<file path="config.mk">
export PLATFORM = sky130hd
export DESIGN_NAME = mmu_sequencer
export DESIGN_NICKNAME = d
export VERILOG_FILES = /design/src/rtl/tpu_pkg.sv /design/src/rtl/seq_watchdog.sv /design/src/rtl/mmu_sequencer.sv
export SDC_FILE = /design/constraint.sdc
export NUM_CORES = 1
export LEC_CHECK = 0
export BUFFER_PORTS_ARGS = -buffer_cell sky130_fd_sc_hd__buf_4
export CAP_MARGIN = 15
export CORE_AREA = 3 3 155 157
export CTS_BUF_LIST = sky130_fd_sc_hd__clkbuf_4 sky130_fd_sc_hd__clkbuf_8
export CTS_CLUSTER_DIAMETER = 200
export CTS_CLUSTER_SIZE = 10
export DETAILED_ROUTE_END_ITERATION = 7
export DIE_AREA = 0 0 158 160
export PLACE_DENSITY = 0.59
export SLEW_MARGIN = 20
export SYNTH_ARGS = -nofsm -noshare
export SYNTH_HDL_FRONTEND = slang
export SYNTH_SLANG_ARGS = --single-unit
export TNS_END_PERCENT = 10
</file>
<file path="constraint.sdc">
create_clock -name clk -period 4.1 [get_ports clk]
set_input_delay 0.615 -clock clk [delete_from_list [all_inputs] [get_ports clk]]
set_output_delay 0.615 -clock clk [all_outputs]
set_load 0.005 [all_outputs]
</file>
<file path="src/rtl/tpu_pkg.sv">
// Shared types and element widths for the TPU matrix-multiply front end.
package tpu_pkg;

   localparam int OP_W  = 8;
   localparam int ACC_W = 32;

   typedef enum logic [3:0] {
      IDLE,
      W_PUSH,
      W_LD,
      W_WAIT,
      W_SWAP,
      D_PUSH,
      M_START,
      M_WAIT,
      POP,
      CAPT,
      RESP,
      ERR
   } seq_state_t;

endpackage

</file>
<file path="src/rtl/seq_watchdog.sv">
// Cycle counter that flags when an mmu completion has been waited on for TIMEOUT cycles.
module seq_watchdog #(
   parameter int TIMEOUT = 1024
) (
   input  logic clk,
   input  logic rst_n,
   input  logic clear,
   input  logic enable,
   output logic expired
);

   localparam int CW = (TIMEOUT > 1) ? $clog2(TIMEOUT) : 1;
   localparam logic [CW-1:0] LIMIT = CW'((TIMEOUT > 0) ? TIMEOUT - 1 : 0);

   logic [CW-1:0] cnt;

   always_ff @(posedge clk) begin
      if (!rst_n) begin
         cnt <= '0;
      end else if (clear) begin
         cnt <= '0;
      end else if (enable && (cnt != LIMIT)) begin
         cnt <= cnt + 1'b1;
      end
   end

   // The first wait cycle sees cnt==0, so LIMIT is hit in the TIMEOUT-th cycle.
   assign expired = (TIMEOUT != 0) && enable && (cnt == LIMIT);

endmodule

</file>
<file path="src/rtl/mmu_sequencer.sv">
// Drives one matrix-multiply command through the mmu handshakes and returns the accumulator tile.
module mmu_sequencer
   import tpu_pkg::*;
#(
   parameter int SIZE    = 2,
   parameter int TIMEOUT = 1024
) (
   input  logic                          clk,
   input  logic                          rst_n,
   input  logic                          cmd_valid,
   output logic                          cmd_ready,
   input  logic [SIZE*SIZE*OP_W-1:0]     cmd_weight,
   input  logic [SIZE*SIZE*OP_W-1:0]     cmd_data,
   input  logic                          cmd_reuse_w,
   output logic                          result_valid,
   input  logic                          result_ready,
   output logic [SIZE*SIZE*ACC_W-1:0]    result,
   output logic                          err,
   input  logic                          new_weight_rdy,
   output logic                          new_weight_push,
   output logic [SIZE*SIZE*OP_W-1:0]     new_weight_in,
   input  logic                          data_in_rdy,
   output logic                          data_in_push,
   output logic [SIZE*SIZE*OP_W-1:0]     data_in,
   input  logic                          weight_ld_rdy,
   output logic                          weight_ld_start,
   input  logic                          weight_ld_done,
   output logic                          weight_swap,
   input  logic                          mult_rdy,
   output logic                          mult_start,
   input  logic                          mult_done,
   input  logic                          acc_out_rdy,
   output logic                          acc_out_pop,
   input  logic [SIZE*SIZE*ACC_W-1:0]    acc_out
);

   seq_state_t                       state, state_nx;
   logic [SIZE*SIZE*OP_W-1:0]        w_tile, d_tile;
   logic [SIZE*SIZE*ACC_W-1:0]       result_q;
   logic                             w_valid;
   logic                             wd_clear, wd_en, wd_expired;

   assign wd_clear = (state == W_LD) || (state == M_START);
   assign wd_en    = (state == W_WAIT) || (state == M_WAIT);

   seq_watchdog #(.TIMEOUT(TIMEOUT)) u_watchdog (
      .clk     (clk),
      .rst_n   (rst_n),
      .clear   (wd_clear),
      .enable  (wd_en),
      .expired (wd_expired)
   );

   always_ff @(posedge clk) begin
      if (!rst_n) begin
         state    <= IDLE;
         w_tile   <= '0;
         d_tile   <= '0;
         result_q <= '0;
         w_valid  <= 1'b0;
      end else begin
         state <= state_nx;
         if (cmd_valid && cmd_ready) begin
            w_tile <= cmd_weight;
            d_tile <= cmd_data;
         end
         if (state == W_SWAP) w_valid <= 1'b1;
         if (state == CAPT) result_q <= acc_out;
      end
   end

   always_comb begin
      state_nx        = state;
      cmd_ready       = 1'b0;
      result_valid    = 1'b0;
      err             = 1'b0;
      new_weight_push = 1'b0;
      weight_ld_start = 1'b0;
      weight_swap     = 1'b0;
      data_in_push    = 1'b0;
      mult_start      = 1'b0;
      acc_out_pop     = 1'b0;
      case (state)
         IDLE: begin
            cmd_ready = 1'b1;
            if (cmd_valid) state_nx = (!cmd_reuse_w || !w_valid) ? W_PUSH : D_PUSH;
         end
         W_PUSH: if (new_weight_rdy) begin
            new_weight_push = 1'b1;
            state_nx        = W_LD;
         end
         W_LD: if (weight_ld_rdy) begin
            weight_ld_start = 1'b1;
            state_nx        = W_WAIT;
         end
         W_WAIT: begin
            if (weight_ld_done)  state_nx = W_SWAP;
            else if (wd_expired) state_nx = ERR;
         end
         W_SWAP: begin
            weight_swap = 1'b1;
            state_nx    = D_PUSH;
         end
         D_PUSH: if (data_in_rdy) begin
            data_in_push = 1'b1;
            state_nx     = M_START;
         end
         // A done still high from a previous multiply must not be mistaken for ours.
         M_START: if (mult_rdy && !mult_done) begin
            mult_start = 1'b1;
            state_nx   = M_WAIT;
         end
         M_WAIT: begin
            if (mult_done)       state_nx = POP;
            else if (wd_expired) state_nx = ERR;
         end
         POP: if (acc_out_rdy) begin
            acc_out_pop = 1'b1;
            state_nx    = CAPT;
         end
         CAPT: state_nx = RESP;
         RESP: begin
            result_valid = 1'b1;
            if (result_ready) state_nx = IDLE;
         end
         ERR: err = 1'b1;
         default: state_nx = IDLE;
      endcase
      // Outputs are forced quiet for the whole reset cycle, not just after the edge.
      if (!rst_n) begin
         cmd_ready       = 1'b0;
         result_valid    = 1'b0;
         err             = 1'b0;
         new_weight_push = 1'b0;
         weight_ld_start = 1'b0;
         weight_swap     = 1'b0;
         data_in_push    = 1'b0;
         mult_start      = 1'b0;
         acc_out_pop     = 1'b0;
      end
   end

   assign new_weight_in = w_tile;
   assign data_in       = d_tile;
   assign result        = result_q;

endmodule

</file>
# Word level (Yosys, flattened, before mapping)

Cells that the tools add are included.

Add/sub/neg operators: 1
$mul: 0
Divide/modulo/power cells: 0
Magnitude comparators: 0
Eq/ne operators: 20
Shift operators: 0
Mux-type cells: 35
Bitwise gates (word level): 2
Reduce and logical (&&, ||, !) cells: 13

Operator list:

| cell                                                                   | count |
|---|---|
| 4-bit one-hot mux with 12 select lines                                 | 1 |
| 4-bit 2-to-1 mux                                                       | 10 |
| 1-bit 2-to-1 mux                                                       | 23 |
| 4-bit by 3-bit equality test with 1-bit output (second input constant) | 4 |
| 4-bit equality test (second input constant)                            | 4 |
| 2-bit != test (second input constant)                                  | 6 |
| 10-bit by 1-bit adder with 10-bit output (second input constant)       | 1 |
| 10-bit equality test (second input constant)                           | 1 |
| 10-bit != test (second input constant)                                 | 1 |
| 4-bit by 2-bit equality test with 1-bit output (second input constant) | 2 |
| 8-bit AND reduction                                                    | 1 |
| 4-bit by 1-bit equality test with 1-bit output (second input constant) | 1 |
| 1-bit logical AND                                                      | 4 |
| 4-bit zero test                                                        | 1 |
| 1-bit zero test                                                        | 3 |
| 1-bit logical OR                                                       | 3 |
| 3-bit 2-to-1 mux                                                       | 1 |
| 2-bit by 1-bit != test with 1-bit output (second input constant)       | 1 |
| 1-bit NOT                                                              | 2 |
| 2-bit OR reduction                                                     | 1 |

Bits in registers: 207
Latch bits: 0
Bits in writable memories: 0
Bits in read-only memories: 0
Bits of input ports: 204
Output and inout port bits: 201
Word-level logic and storage cells: 77
Memories kept: 0

# Logic depth before layout (Yosys ltp)

Word-level depth: 6
Depth in mapped cells: 9
Depth with buffers taken out: 6

# Hierarchy

From an unflattened synthesis, not the netlist that was laid out.

Cells, all modules: 968
Area total of the unflattened synthesis: 8184.1 sq um

Modules (own cells, without submodules):

| module        | instances | cells an instance | area an instance (sq um) |
|---|---|---|---|
| mmu_sequencer | 1         | 902               | 7597.3 |
| seq_watchdog  | 1         | 66                | 586.8 |

# Worst setup path after synthesis

Ideal clock, no wire load.

Kind: input to output
Start: input rst_n
End: output mult_start
Arrival time: 1501 ps
Required time: 3485 ps
Setup slack: 1984 ps
Stages: 4
Buffers on the path: 3
Cells stage by stage: buf_2 > clkbuf_1 > clkbuf_1 > and4_1

Cells in the longest elaborated chain, start to end: 1

Ends and longest elaborated chain:

| what               | line                 | text |
|---|---|---|
| start: declaration | mmu_sequencer.sv:9   | `input logic rst_n,` |
| 1-bit 2-to-1 mux   | mmu_sequencer.sv:130 | `if (!rst_n) begin` |
| end: declaration   | mmu_sequencer.sv:30  | `output logic mult_start,` |

Every way passes these cells.

# Worst setup path after layout

Start: register state[0]
End: output err

Cells in the longest elaborated chain, start to end: 3

Ends and longest elaborated chain:

| what                     | line                 | text |
|---|---|---|
| start: declaration       | mmu_sequencer.sv:37  | `seq_state_t state, state_nx;` |
| start signal: assignment | mmu_sequencer.sv:62  | `state <= state_nx;` |
| 4-bit equality test      | mmu_sequencer.sv:83  | `case (state)` |
| 1-bit 2-to-1 mux         | mmu_sequencer.sv:83  |  |
| 1-bit 2-to-1 mux         | mmu_sequencer.sv:130 |  |
| end: declaration         | mmu_sequencer.sv:18  | `output logic err,` |

Every way passes these cells.

==> flow_summary.ini <==
[flow_run]
maxCapViolations = 0

[detailed_routing]
drtPass1Iterations = 6
dr.max_layer_used = met4
drc = 0
met2_length_um = 12300
dr_total_vias = 7445
drtAntennaViolNets = 0
initialDrtViolationCount = 420
wl_met1_um = 10330
vias_per_cell = 4.621
met3_length_um = 2362
wl_um = 25610
wl_per_cell_um = 15.90

[worst_setup_path]
cp-start-kind = flop
cp_max_fo = 16
endpoint_kind = output port
path_class = reg -> out
critPathArrivalTime_ps = 1980
crit_required_ps = 3480

[clock_network]
worstSkewPairLatency_ps = 520
cts_tree = yes
clk_path_buf_depth = 3
clk_pin_slew_ps = 70
htree_levels = 1
cts-root-buf = clkbuf_8
cts_sinks = 207
cts-hold-fix-buffers = 0
ctsResizeCount = 0
numCtsBuffers = 24
postCtsSetupRepairBufs = 0

[timing]
finalCritPeriodShare_pct = 63.34
fin_crit_ps = 2597
setup_viol = 0
slew_viol_final = 0
tns_ps = 0
hold_ws_ps = 285.1
worst_slack_ps = 1503
slew_headroom_pct = 39.18
tightest_slew_ps = 912.3
finalHoldViolCount = 0
fmax_mhz = 385.1
finClkSkew_ps = 10.19
rsz0062_at_grt = false

[grt]
first_global_vias = 6973
grt_pass1_wl_um = 38490
grt_max_degree = 86
globalRouteOverflowTotal = 0
antenna_found_initial = 0
grt_usage_pct = 18.76

[status]
outcome = finished clean

[finish]
diodes = 0
fin_util_pct = 48.77
drive_gt1_share_pct = 33.63
seq_area_mm2 = 0.004144
area_growth_pct = 46.86
fill_cells = 2308
final_cells = 1611
multi_input_area_mm2 = 0.003060
stdcell_area_mm2 = 0.01104
nets = 1531

[power]
combPwrFrac_pct = 14.4
peakVddDrop_mv = 0.2262
p_clk_share_pct = 30.8
leakage_nw = 4.676
finalPower_mw = 3.995
p_seq_share_pct = 54.8
p_sw_share_pct = 25.55
powerDensity_mw_per_mm2 = 361.8
p_int_mw = 2.975
power.switching_mw = 1.021

[synthesis]
netlist_area_mm2 = 0.007518
postSynthRegisterBits = 207
synth_nets = 1164
ys_dominant_reg_cell = dfxtp_1
ys_warn_count = 0
netlist_instances = 959
syn_area_per_cell_um2 = 7.840
synth_cell_type_count = 37
seq_area_frac_synth_pct = 55.12
async_flop_share_pct = 0
synth_edf_count = 0

[placed_design]
place_worst_setup_slack_ps = 1573
placed_area_mm2 = 0.01069
hpwl_um = 18760
place.gp.congestion = 0.8210
dp_cells = 1585
io_buffers = 404

[floorplanning]
core_area_mm2 = 0.02264
die_area_mm2 = 0.02528
ios = 405
die_x_um = 158
fp.dieH_um = 160
num_rows = 55
start_util_pct = 33.21

[min_path]
worstHoldPathType = in -> reg
-- placed cells by master, fill, tap and decap left out, types with 5 or more instances in the layout --
master	count
nor2b_1	10
and3_1	6
and4_1	6
clkbuf_8	25
a21oi_1	133
nand2_1	392
buf_4	410
dfxtp_1	207
a31oi_1	5
o21ai_0	67
nor2_1	15
xor2_1	6
-- power groups by stage --
| stage | Clock [mW] | Combinational, mW | Sequential, mW |
|---|---|---|---|
| after floorplan | 0 | 0.240 | 2.22 |
| after global placement | 0 | 0.583 | 2.23 |
| after detailed placement | 0 | 0.585 | 2.23 |
| after CTS | 1.30 | 0.584 | 2.19 |
| after global routing | 1.38 | 0.640 | 2.21 |
| final | 1.23 | 0.575 | 2.19 |
-- critical path, stage by stage (launching register included) --
cell and delay, ps:
dfxtp_1 650, nor2b_1 430, and4_1 270, buf_4 120
-- metal layers --
layer  vias to the layer above  track usage, %
li1                       3831               -
met2                       278           31.60
met1                      3299           23.02
met3                        37           5.799
met4                         0           5.436
met5                         -               0
-- state kept, by name, summed over array words and instances, names as in the netlist --
name	flops
w_valid	1
new_weight_in	32
state	4
u_watchdog.cnt	10
data_in	32
result	128
-- cells by family (layout without fill, tap and decap cells) --
logic type | count (synthesis) | in the layout | share of synthesized area (%)
flops | 207 | 207 | 55.12
simple gates | 451 | 451 | 24.25
compound gates | 216 | 216 | 14.91
fa+ha+maj | 1 | 1 | 0.1664
mux | 1 | 1 | 0.1331
buf+inv | 74 | 441 | 4.377
xor+xnor | 9 | 9 | 1.048
-- synth_stat cells (all sizes together), types with 4 or more instances --
master  instances  area [um2]
nand2         393        1475
dfxtp         207        4144
a21oi         133       665.6
o21ai          69       345.3
clkbuf         43       161.4
buf            28       156.4
nor2           15       56.30
nor2b          10       62.56
and3            7       43.79
a31oi           6       43.79
and4            6       52.55
xor2            6       52.55
nand3           4       20.02
-- final timing paths --
kind	startpoint	end	slack (ps)	cells after the start
hold / removal	cmd_weight[31]	new_weight_in[31]	290	3
setup / recovery	state[0]	err	1500	3
setup reg to reg	state[0]	result[83]	1630	5
hold reg to reg	data_in[3]	data_in[3]	450	2
-- cell type report --
type / instances / share of cell area, %
Inverter: 3 / 0.1246
Tap cell: 285 / 3.229
Clock inverter: 1 / 0.04533
Clock buffer: 25 / 3.116
Multi-Input combinational cell: 678 / 27.72
Timing Repair Buffer: 412 / 28.24
Sequential cell: 207 / 37.53
Note: power is estimated with default switching activity, not from simulation.
